`config.mk`:
```
export PLATFORM = sky130hd
export DESIGN_NAME = nibble_serial_subtractor_flat
export DESIGN_NICKNAME = d
export VERILOG_FILES = /design/src/rtl/nibble_serial_subtractor_if.sv /design/src/rtl/nibble_serial_subtractor.sv /design/src/flat_wrapper.sv
export SDC_FILE = /design/constraint.sdc
export NUM_CORES = 1
export LEC_CHECK = 0
export BUFFER_PORTS_ARGS = -buffer_cell sky130_fd_sc_hd__buf_2
export CORE_MARGIN = 10
export CORE_UTILIZATION = 53
export DETAILED_ROUTE_END_ITERATION = 6
export HOLD_SLACK_MARGIN = 0.15
export PLACE_DENSITY = 0.79
export SLEW_MARGIN = 20
export SYNTH_ARGS = -nofsm -noshare
export SYNTH_HDL_FRONTEND = slang
export SYNTH_SLANG_ARGS = --single-unit
```
`constraint.sdc`:
```
create_clock -name clk -period 5.5 [get_ports clk]
set_input_delay 1.1 -clock clk [delete_from_list [all_inputs] [get_ports clk]]
set_output_delay 1.1 -clock clk [all_outputs]
set_load 0.005 [all_outputs]
```
`src/rtl/nibble_serial_subtractor_if.sv`:
```
// Handshake and data bundle for the nibble-serial subtractor.
// The source/consumer side uses the master modport and the subtractor uses slave.
interface nibble_serial_subtractor_if #(
  parameter int WIDTH = 16
) ();

  // Operand side: the source presents a, b and bin with in_valid.
  logic             in_valid;
  logic             in_ready;
  logic [WIDTH-1:0] a;
  logic [WIDTH-1:0] b;
  logic             bin;

  // Result side: the result is held with out_valid until out_ready.
  logic             out_valid;
  logic             out_ready;
  logic [WIDTH-1:0] diff;
  logic             bout;
  logic             ovf;
  logic             zero;

  modport master (
    output in_valid,
    input  in_ready,
    output a,
    output b,
    output bin,
    input  out_valid,
    output out_ready,
    input  diff,
    input  bout,
    input  ovf,
    input  zero
  );

  modport slave (
    input  in_valid,
    output in_ready,
    input  a,
    input  b,
    input  bin,
    output out_valid,
    input  out_ready,
    output diff,
    output bout,
    output ovf,
    output zero
  );

endinterface

```
`src/rtl/nibble_serial_subtractor.sv`:
```
// Iterative subtractor: diff = a - b - bin over WIDTH bits, one nibble per clock,
// least significant nibble first, with the borrow carried between cycles in a register.
// WIDTH must be a multiple of 4 and at least 4.
module nibble_serial_subtractor #(
  parameter int WIDTH = 16
) (
  input logic                      clk,
  input logic                      rst,
  nibble_serial_subtractor_if.slave bus
);

  localparam int NIB = WIDTH / 4;
  localparam int CW  = (NIB > 1) ? $clog2(NIB) : 1;

  typedef enum logic [1:0] {
    IDLE,
    RUN,
    DONE
  } state_t;

  state_t state;
  state_t state_next;

  logic [WIDTH-1:0] a_reg;
  logic [WIDTH-1:0] b_reg;
  logic [WIDTH-1:0] diff_reg;
  logic [WIDTH-1:0] diff_next;
  logic             borrow_reg;
  logic             br_out;
  logic [CW-1:0]    cnt;
  logic             bout_reg;
  logic             ovf_reg;
  logic             zero_reg;

  logic [3:0] x_nib;
  logic [3:0] y_nib;
  logic [3:0] d_nib;
  logic       accept;
  logic       last_nib;

  // The final nibble is the one whose index is NIB-1; with WIDTH=4 that is the only one.
  assign last_nib = (cnt == CW'(NIB - 1));

  // Handshake flags come straight from the state so they never glitch with the data.
  assign bus.in_ready  = (state == IDLE);
  assign bus.out_valid = (state == DONE);
  assign bus.diff      = diff_reg;
  assign bus.bout      = bout_reg;
  assign bus.ovf       = ovf_reg;
  assign bus.zero      = zero_reg;

  // Select the operand nibbles addressed by the nibble counter.
  always_comb begin
    x_nib = '0;
    y_nib = '0;
    for (int k = 0; k < NIB; k++) begin
      if (cnt == CW'(k)) begin
        x_nib = a_reg[4*k +: 4];
        y_nib = b_reg[4*k +: 4];
      end
    end
  end

  // Four-bit ripple-borrow subtract of the current nibble, seeded by the stored borrow.
  always_comb begin : ripple
    logic br;
    br    = borrow_reg;
    d_nib = '0;
    for (int i = 0; i < 4; i++) begin
      d_nib[i] = x_nib[i] ^ y_nib[i] ^ br;
      br       = (~x_nib[i] & y_nib[i]) | (~(x_nib[i] ^ y_nib[i]) & br);
    end
    br_out = br;
  end

  // Merge the freshly computed nibble into the partial difference so the last cycle
  // can derive zero and overflow from the complete result.
  always_comb begin
    diff_next = diff_reg;
    for (int k = 0; k < NIB; k++) begin
      if (cnt == CW'(k)) begin
        diff_next[4*k +: 4] = d_nib;
      end
    end
  end

  // Control state register.
  always_ff @(posedge clk) begin
    if (rst) begin
      state <= IDLE;
    end else begin
      state <= state_next;
    end
  end

  // Next-state logic: accept in IDLE, iterate in RUN, hold the result in DONE until taken.
  always_comb begin
    state_next = state;
    accept     = 1'b0;
    unique case (state)
      IDLE: begin
        if (bus.in_valid) begin
          accept     = 1'b1;
          state_next = RUN;
        end
      end
      RUN: begin
        if (last_nib) begin
          state_next = DONE;
        end
      end
      DONE: begin
        if (bus.out_ready) begin
          state_next = IDLE;
        end
      end
      default: begin
        state_next = IDLE;
      end
    endcase
  end

  // Datapath: capture operands on accept, step one nibble per RUN cycle, and latch the
  // flags on the last nibble. The result registers only change in RUN, so they hold
  // steady for as long as the consumer stalls in DONE.
  always_ff @(posedge clk) begin
    if (rst) begin
      a_reg      <= '0;
      b_reg      <= '0;
      borrow_reg <= 1'b0;
      cnt        <= '0;
      diff_reg   <= '0;
      bout_reg   <= 1'b0;
      ovf_reg    <= 1'b0;
      zero_reg   <= 1'b0;
    end else if (accept) begin
      a_reg      <= bus.a;
      b_reg      <= bus.b;
      borrow_reg <= bus.bin;
      cnt        <= '0;
      diff_reg   <= '0;
      bout_reg   <= 1'b0;
      ovf_reg    <= 1'b0;
      zero_reg   <= 1'b0;
    end else if (state == RUN) begin
      diff_reg   <= diff_next;
      borrow_reg <= br_out;
      if (last_nib) begin
        cnt      <= '0;
        bout_reg <= br_out;
        ovf_reg  <= (a_reg[WIDTH-1] ^ b_reg[WIDTH-1]) & (a_reg[WIDTH-1] ^ diff_next[WIDTH-1]);
        zero_reg <= (diff_next == '0);
      end else begin
        cnt <= cnt + 1'b1;
      end
    end
  end

endmodule

```
`src/flat_wrapper.sv`:
```
// flat-port wrapper written by rule: the top's interface ports become plain ports
module nibble_serial_subtractor_flat 
#(
  parameter int WIDTH = 16
)
  (clk, rst, bus_in_valid, bus_in_ready, bus_a, bus_b, bus_bin, bus_out_valid, bus_out_ready, bus_diff, bus_bout, bus_ovf, bus_zero);
  nibble_serial_subtractor_if #(.WIDTH(WIDTH)) bus_i ();
  input logic clk;
  input logic rst;
  input wire logic [$bits(bus_i.in_valid)-1:0] bus_in_valid;
  output wire logic [$bits(bus_i.in_ready)-1:0] bus_in_ready;
  input wire logic [$bits(bus_i.a)-1:0] bus_a;
  input wire logic [$bits(bus_i.b)-1:0] bus_b;
  input wire logic [$bits(bus_i.bin)-1:0] bus_bin;
  output wire logic [$bits(bus_i.out_valid)-1:0] bus_out_valid;
  input wire logic [$bits(bus_i.out_ready)-1:0] bus_out_ready;
  output wire logic [$bits(bus_i.diff)-1:0] bus_diff;
  output wire logic [$bits(bus_i.bout)-1:0] bus_bout;
  output wire logic [$bits(bus_i.ovf)-1:0] bus_ovf;
  output wire logic [$bits(bus_i.zero)-1:0] bus_zero;
  assign bus_i.in_valid = bus_in_valid;
  assign bus_in_ready = bus_i.in_ready;
  assign bus_i.a = bus_a;
  assign bus_i.b = bus_b;
  assign bus_i.bin = bus_bin;
  assign bus_out_valid = bus_i.out_valid;
  assign bus_i.out_ready = bus_out_ready;
  assign bus_diff = bus_i.diff;
  assign bus_bout = bus_i.bout;
  assign bus_ovf = bus_i.ovf;
  assign bus_zero = bus_i.zero;
  nibble_serial_subtractor #(.WIDTH(WIDTH)) u_core (.clk(clk), .rst(rst), .bus(bus_i));
endmodule
```
==> flow_summary.toml, run 1 <==
[outcome]
outcome = "finished, final reports clean"

[setup_path]
path_class = "reg -> reg"
rrSetupSlack_ns = 1.17
timing.critical_path.mode_cell = "fa_1"
worst_r2r_path_depth = 14
worst_ep_required_time_ns = 5.73
crit_fanout = 18
cp-start-kind = "flip-flop"
cp_cell_sequence = "inv_1 > ha_1 > nand3b_1 > a21oi_1 > a21oi_1 > o21ai_0 > fa_1 > fa_1 > fa_1 > fa_1 > nor2b_1 > a21oi_1 > or3_1 > o31ai_4"
critPathMaxStageDelay_ns = 0.58
end_kind = "flip-flop"
cp.arrival_ns = 4.57
crit_slowest_cell = "fa_1"

[global_routing]
grt_remaining_overflow = 0
grt_first_pass_wirelength_um = 9873
grt_pass1_vias = 2159
grt_max_degree = 38
antenna_found_initial = 0
grt_usage_pct = 15.64

[timing]
slew_headroom_pct = 30.76
tns_ns = 0
worst_slew_pin_slew_ns = 1.036
fmax_ghz = 0.2308
finalMaxSlewViolations = 0
setup_ws_ns = 1.167
layout_min_cycle_time_ns = 4.333
finalHoldViolCount = 0
finalSetupViolCount = 0
fin_skew_ns = 0.004496
timing.final.crit_share_pct = 78.79
hold_slack_ns = 0.4618
rsz0062_at_grt = "false"

[clock_tree]
path_clk_slew_ns = 0.09
cts_inserted_buffers = 5
cts_root_buffer = "clkbuf_8"
cts_htree_levels = 2
cts_tree = "done"
post_cts_buffers = 0
cts.sink_count = 56
clockBufferDepth = 2
cts_resized = 0
clkLatencyLatePin_ns = 0.31
holdBufCountCts = 0

[logic_synthesis]
synthMuxAreaShare_pct = 7.168
ys_ff_latch = 56
synth_edf_count = 0
yosysMostFrequentCell = "nand2_1"
yosys_warnings = 0
synthTopCellsByCount = "nand2_1 (80), dfxtp_1 (56), a21oi_1 (52)"
yosysTopAreaCell = "dfxtp_1"
synth_area_leaders = "dfxtp_1 (45%), nand2_1 (12%), a21oi_1 (10%)"
synth_top_family_by_area = "simple AND/OR/NAND/NOR gates"
syn_nets = 360
synth-xor-area-share_pct = 0
ys_seq_area_share_pct = 44.60
yosys.area_share.adder_pct = 5.177
synth-simple-area-share_pct = 24.89
ys_async_sr_fraction_pct = 0
postSynthCellCount = 315
syn_avg_cell_area_um2 = 7.980
yosysTopAreaCellShare_pct = 44.60
synthesis.area_mm2 = 0.002514
synth_compound_area_share_pct = 14.44
synth_top_flop_cell = "dfxtp_1"
ys_types = 26

[flow_run]
cap_violations = 0

[hold_path]
holdCritPathClass = "reg -> reg"
min_delay_path_depth = 2

[floorplan]
fp.dieW_um = 88.87
die_h_um = 88.87
core_mm2 = 0.004474
num_rows = 24
dieArea_mm2 = 0.007897
io_pins = 58
initial_core_util_pct = 56.18

[cells_and_area]
num_antenna_cells = 0
nNetsFinal = 404
syn2layout_area_growth_pct = 15.63
final_area_mm2 = 0.002907
drive_gt1_share_pct = 18.89

[placement]
dp_slack_ns = 1.283
place_area_mm2 = 0.002799
dp_hpwl_um = 4329
routabilityCongestion = 0.8649
io_buffers = 57

[route]
drc = 0
vias = 2210
wirelength_um = 6012
wire_per_inst_um = 14.59
routed_via_density = 5.364
ant_nets = 0
first_pass_iters = 4
drt-initial-drc-count = 161

[power]
power_density_mw_per_mm2 = 290.1
p_leak_nw = 1.299
ir_worst_vdd_v = 0.0001757
routing by layer:
metal | vias to the layer above | routed length, um | track usage [%] | part of all wire [%]
met2 | 48 | 2998 | 27.39 | 50
met4 | 0 | 61 | 4.405 | 1.0
met1 | 1019 | 2626 | 18.24 | 44
li1 | 1136 | - | - | -
met5 | - | 0 | 0 | 0
met3 | 7 | 326 | 4.228 | 5.4
cell usage in the layout (no fill, tap or decap), drive strengths merged:
cell	instances
nand3b	5
or2	1
or3	1
nand3	1
a31oi	1
fa	4
dfxtp	56
nor3b	1
clkbuf	6
nor4	2
a211oi	1
buf	58
nor2	30
ha	4
nand2	80
bufinv	1
o211ai	1
o21ai	5
a21oi	52
mux2i	18
or4	1
inv	4
o31ai	1
a221oi	4
nor3	9
nand2b	1
and2b	1
nor2b	10
clkinv	1
critical path: cells and delay by family, from the launching register on:
family | cells | cell delay (ns)
fa+ha+maj | 5 | 2.38
buf+inv | 1 | 0.09
compound gates | 5 | 0.66
flops | 1 | 0.34
simple gates | 3 | 0.79
through the flow:
step | cells | power (mW) | utilization [%]
2_1_floorplan | 315 | 0.5423 | -
3_3_place_gp | 404 | 0.5823 | 62.56
3_5_place_dp | 404 | 0.5873 | 62.56
4_1_cts | 412 | 0.8449 | 64.96
5_1_grt | 412 | 0.8828 | 64.96
6_report | 412 | 0.8433 | 64.96
kinds of logic (layout without fill, tap and decap cells):
logic type               count (synthesis)  after routing
AND/OR/NAND/NOR                        143            143
AO/OA/AOI/OAI                           65             65
flip-flops                              56             56
buffers and inverters                   25             70
multiplexers                            18             18
adder cells (fa/ha/maj)                  8              8
final timing paths:
check / startpoint / end
max: u_core.cnt[1] / u_core.bus.zero
min: u_core.b_reg[11] / u_core.b_reg[11]
max reg2reg: u_core.cnt[1] / u_core.bus.zero
min reg2reg: u_core.b_reg[11] / u_core.b_reg[11]
area by class of cell:
class	instances	area (um^2)
Sequential cell	56	1121
Clock buffer	6	72.57
Multi-Input combinational cell	234	1305
Timing Repair Buffer	58	292.8
Clock inverter	2	35.03
Tap cell	52	65.06
Fill cell	408	1568
Inverter	4	15.01
where the power goes:
group	internal, mW	total, mW	switching, mW
Sequential	0.423	0.436	0.0124
Clock	0.135	0.264	0.129
Combinational	0.0573	0.144	0.0863
Total	0.616	0.843	0.228
(Power assumes the default switching activity.)
==> inputs of run 2 (changes only) <==
--- a/config.mk
+++ b/config.mk
@@ -7,10 +7,10 @@
 export LEC_CHECK = 0
 export BUFFER_PORTS_ARGS = -buffer_cell sky130_fd_sc_hd__buf_2
 export CORE_MARGIN = 10
-export CORE_UTILIZATION = 53
+export CORE_UTILIZATION = 48
 export DETAILED_ROUTE_END_ITERATION = 6
 export HOLD_SLACK_MARGIN = 0.15
-export PLACE_DENSITY = 0.79
+export PLACE_DENSITY = 0.75
 export SLEW_MARGIN = 20
 export SYNTH_ARGS = -nofsm -noshare
 export SYNTH_HDL_FRONTEND = slang
==> constraint.sdc (replaced) <==
create_clock -name clk -period 3.7 [get_ports clk]
set_input_delay 0.74 -clock clk [delete_from_list [all_inputs] [get_ports clk]]
set_output_delay 0.74 -clock clk [all_outputs]
set_load 0.005 [all_outputs]
==> flow_summary.toml, run 2 (synthesized netlist as in run 1, its figures left out) <==
[cells_and_area]
final_common_cell = "nand2_1"
final_area_mm2 = 0.003095
drive_gt1_share_pct = 25.07
layout_common_cells = "nand2_1 (80), buf_2 (57), dfxtp_1 (54), a21oi_1 (51), nor2_1 (30)"
num_antenna_cells = 0
syn2layout_area_growth_pct = 23.15
nNetsFinal = 416

[timing]
finalSetupViolCount = 0
finalMaxSlewViolations = 0
finalHoldViolCount = 0
hold_slack_ns = 0.4597
worst_slew_pin_slew_ns = 1.047
layout_min_cycle_time_ns = 3.591
setup_ws_ns = 0.1092
fmax_ghz = 0.2785
slew_headroom_pct = 30.05
fin_skew_ns = 0.006792
timing.final.crit_share_pct = 97.05

[setup_path]
crit_start = "u_core.cnt[1]"
cp_cell_sequence = "inv_1 > ha_4 > nor2b_1 > a221oi_1 > nor3_1 > a21oi_1 > fa_2 > fa_2 > fa_2 > fa_2 > nor2b_1 > a21oi_1 > or3_4 > o31ai_4"
end_kind = "flip-flop"
crit_slowest_cell = "fa_2"
path_class = "reg -> reg"
crit_fanout = 7
r2r_start = "u_core.cnt[1]"
critPathMaxStageDelay_ns = 0.47
cp_top_family = "adder cells"
cp.arrival_ns = 3.82
crit_cells = 14
worst_r2r_path_depth = 14
path_buf_inv = 1
cp-start-kind = "flip-flop"
timing.critical_path.mode_cell = "fa_2"
worst_ep_required_time_ns = 3.93

[route]
ant_nets = 0
routed_via_density = 5.109
vias = 2253
wirelength_um = 6421
first_pass_iters = 4
drc = 0
drt-initial-drc-count = 85
wire_per_inst_um = 14.56

[floorplan]
num_rows = 26
io_pins = 58
dieArea_mm2 = 0.008531
core_mm2 = 0.005107
initial_core_util_pct = 49.22
fp.dieW_um = 92.37
die_h_um = 92.37

[clock_tree]
path_clk_slew_ns = 0.09
cts.sink_count = 56
clkLatencyLatePin_ns = 0.31
cts_inserted_buffers = 5
cts_root_buffer = "clkbuf_8"
cts_htree_levels = 2
clockBufferDepth = 2
holdBufCountCts = 0
cts_tree = "done"

[flow_run]
cap_violations = 0

[global_routing]
grt_remaining_overflow = 0
grt_max_degree = 37
antenna_found_initial = 0
grt_pass1_vias = 2210
grt_usage_pct = 14.79
grt_first_pass_wirelength_um = 10470

[outcome]
outcome = "finished, final reports clean"

[placement]
dp_slack_ns = -0.1037
place_area_mm2 = 0.002902
routabilityCongestion = 0.8210
io_buffers = 57
dp_hpwl_um = 4683

[hold_path]
holdCritPathClass = "reg -> reg"
min_delay_path_depth = 2
hold_start = "u_core.b_reg[9]"

[power]
ir_worst_vdd_v = 0.0002674
p_leak_nw = 1.369
power_density_mw_per_mm2 = 437.7
total_power_mw = 1.355
run 2: changes by cell type in the layout (fill, tap and decap cells not counted), moves of 2 or more:
cell     delta
fa_2        +4
buf_4      +12
dfxtp_1     -2
ha_1        -3
ha_4        +2
fa_1        -4
run 2: layout make-up:
cell class / count / area, um^2
clock buffer: 5 / 68.82
tap: 70 / 87.58
fill: 452 / 2012
inverter: 4 / 15.01
clock inverter: 2 / 60.06
sequential: 56 / 1126
timing repair buffer: 70 / 382.9
multi-input combinational: 234 / 1355
run 2: worst register-to-register path: cells and delay by family (launching register included):
kind / cells / cell delay (ns)
adders and majority gates: 5 / 1.74
buffers and inverters: 1 / 0.09
AOI/OAI and AO/OA: 4 / 0.50
and+or+nand+nor: 4 / 0.81
DFF: 1 / 0.36
run 2: layer usage:
| layer | wire length [um] | vias to the layer above | track usage (%) |
|---|---|---|---|
| met3 | 483 | 6 | 4.681 |
| met1 | 2812 | 1023 | 17.73 |
| met2 | 3048 | 66 | 24.35 |
| met4 | 76 | 0 | 5.270 |
| li1 | - | 1158 | - |
| met5 | 0 | - | 0 |
run 2: final timing paths:
check                                  endpoint  slack, ns
worst max-delay path            u_core.bus.zero       0.11
worst min-delay path            u_core.b_reg[9]       0.46
worst max register to register  u_core.bus.zero       0.11
worst min register to register  u_core.b_reg[9]       0.46
run 2: metrics by stage:
step	cells	util (%)	TNS, ns
final	441	60.61	0
after global routing	441	60.61	-0.05714
after CTS	439	59.46	0
after detailed placement	432	56.81	-0.1037
after global placement	432	56.81	0
after floorplan	315	-	0
run 2: repair_timing:
| item | in CTS | in global routing |
|---|---|---|
| pin swaps | 1 | 3 |
| setup buffers | 0 | 2 |
| gates resized for setup | 3 | 11 |
| endpoints found under the setup margin | 1 | 2 |
run 2: where the power goes:
group	leakage (nW)	internal [mW]	switching, mW
registers	0.458	0.629	0.0182
clock network	0.0642	0.266	0.190
logic	0.847	0.113	0.139
total	1.37	1.01	0.347
==> inputs of run 3 (changes only) <==
--- a/config.mk
+++ b/config.mk
@@ -10,6 +10,7 @@
 export CORE_UTILIZATION = 48
 export DETAILED_ROUTE_END_ITERATION = 6
 export HOLD_SLACK_MARGIN = 0.15
+export MAX_ROUTING_LAYER = met4
 export PLACE_DENSITY = 0.75
 export SLEW_MARGIN = 20
 export SYNTH_ARGS = -nofsm -noshare
==> flow_summary.toml, run 3 (synthesized netlist as in run 1, its figures left out) <==
[setup_path]
crit_slowest_cell = "fa_2"
cp.arrival_ns = 3.80
path_buf_inv = 1
cp_top_family = "adder cells"
path_class = "reg -> reg"
cp_cell_sequence = "inv_1 > ha_4 > nor2b_1 > a221oi_1 > nor3_1 > a21oi_1 > fa_2 > fa_2 > fa_2 > fa_2 > nor2b_1 > a21oi_1 > or3_4 > o31ai_4"
cp-start-kind = "flip-flop"
timing.critical_path.mode_cell = "fa_2"
critPathMaxStageDelay_ns = 0.47
crit_fanout = 7
worst_ep_required_time_ns = 3.93
end_kind = "flip-flop"

[floorplan]
die_h_um = 92.37
num_rows = 26
fp.dieW_um = 92.37
io_pins = 58
dieArea_mm2 = 0.008531
initial_core_util_pct = 49.22
core_mm2 = 0.005107

[cells_and_area]
multi_input_area_mm2 = 0.001355
syn2layout_area_growth_pct = 23.15
nNetsFinal = 416
fill_cells = 452
seqCellArea_mm2 = 0.001126
layout_common_cells = "nand2_1 (80), buf_2 (57), dfxtp_1 (54), a21oi_1 (51), nor2_1 (30)"
num_antenna_cells = 0
final_common_cell = "nand2_1"
final_area_mm2 = 0.003095
drive_gt1_share_pct = 25.07

[global_routing]
grt_first_pass_wirelength_um = 10450
grt_pass1_vias = 2215
grt_usage_pct = 15.21
grt_max_degree = 37
grt_remaining_overflow = 0
antenna_found_initial = 0

[power]
ir_worst_vdd_v = 0.0002671
total_power_mw = 1.351
power_density_mw_per_mm2 = 436.6
p_leak_nw = 1.369

[route]
drc = 0
vias = 2274
wire_per_inst_um = 14.39
first_pass_iters = 6
routed_via_density = 5.156
drt-initial-drc-count = 97
wirelength_um = 6346
ant_nets = 0

[timing]
slew_headroom_pct = 30.58
fmax_ghz = 0.2799
finalMaxSlewViolations = 0
layout_min_cycle_time_ns = 3.573
tns_ns = 0
fin_skew_ns = 0.005257
timing.final.crit_share_pct = 96.57
finalSetupViolCount = 0
finalHoldViolCount = 0
worst_slew_pin_slew_ns = 1.039

[clock_tree]
clkLatencyLatePin_ns = 0.31
cts_tree = "done"
clockBufferDepth = 2
cts_root_buffer = "clkbuf_8"
cts_htree_levels = 2
path_clk_slew_ns = 0.09
cts_inserted_buffers = 5
cts.sink_count = 56

[placement]
place_area_mm2 = 0.002902
routabilityCongestion = 0.8332
dp_hpwl_um = 4683
io_buffers = 57

[flow_run]
cap_violations = 0

[outcome]
outcome = "finished, final reports clean"

[hold_path]
holdCritPathClass = "reg -> reg"
[run 3: cell counts in the layout (fill, tap and decap cells not counted)]
No cell type changed its count.
[run 3: repair_timing]
action / 4_1_cts / 5_1_grt
hold buffers: 0 / 0
gates resized for setup: 3 / 11
endpoints found under the setup margin: 1 / 2
gates cloned: 0 / 0
pin swaps: 1 / 3
setup buffers: 0 / 2
[run 3: path summary, 6_finish.rpt]
path                   startpoint         endpoint  slack (ns)  cells after the start
setup / recovery    u_core.cnt[1]  u_core.bus.zero        0.13                     14
hold / removal    u_core.b_reg[9]  u_core.b_reg[9]        0.46                      2
setup reg to reg    u_core.cnt[1]  u_core.bus.zero        0.13                     14
hold reg to reg   u_core.b_reg[9]  u_core.b_reg[9]        0.46                      2
[run 3: stage by stage]
stage	setup slack [ns]	hold WS (ns)	util, %	std cells
after CTS	0.02469	0.4614	59.46	439
after global placement	0.08053	0.4462	56.81	432
after detailed placement	-0.1037	0.4478	56.81	432
after floorplan	0.01957	0.4318	-	315
after global routing	-0.06008	0.4840	60.61	441
final	0.1267	0.4596	60.61	441
[run 3: area by class of cell]
cell class / count / share of cell area [%]
Multi-Input combinational cell: 234 / 43.78
Sequential cell: 56 / 36.38
Timing Repair Buffer: 70 / 12.37
Tap cell: 70 / 2.829
Clock buffer: 5 / 2.223
Clock inverter: 2 / 1.940
Inverter: 4 / 0.4850
[run 3: power breakdown]
part,total [mW],leakage [nW],internal (mW),switching [mW]
Combinational,0.249,0.847,0.112,0.137
Sequential,0.647,0.458,0.629,0.0182
Clock,0.455,0.0642,0.266,0.189
[run 3: worst register-to-register path, delay by kind of cell (launching register included)]
family | cells | cell delay (ns)
DFF | 1 | 0.36
and+or+nand+nor | 4 | 0.81
adders and majority gates | 5 | 1.73
AOI/OAI and AO/OA | 4 | 0.49
buffers and inverters | 1 | 0.09
[run 3: metal layers]
metal	wire [um]	global-route usage [%]
met5	0	-
met1	2880	18.26
met4	74	5.270
met2	3084	24.41
met3	306	3.713
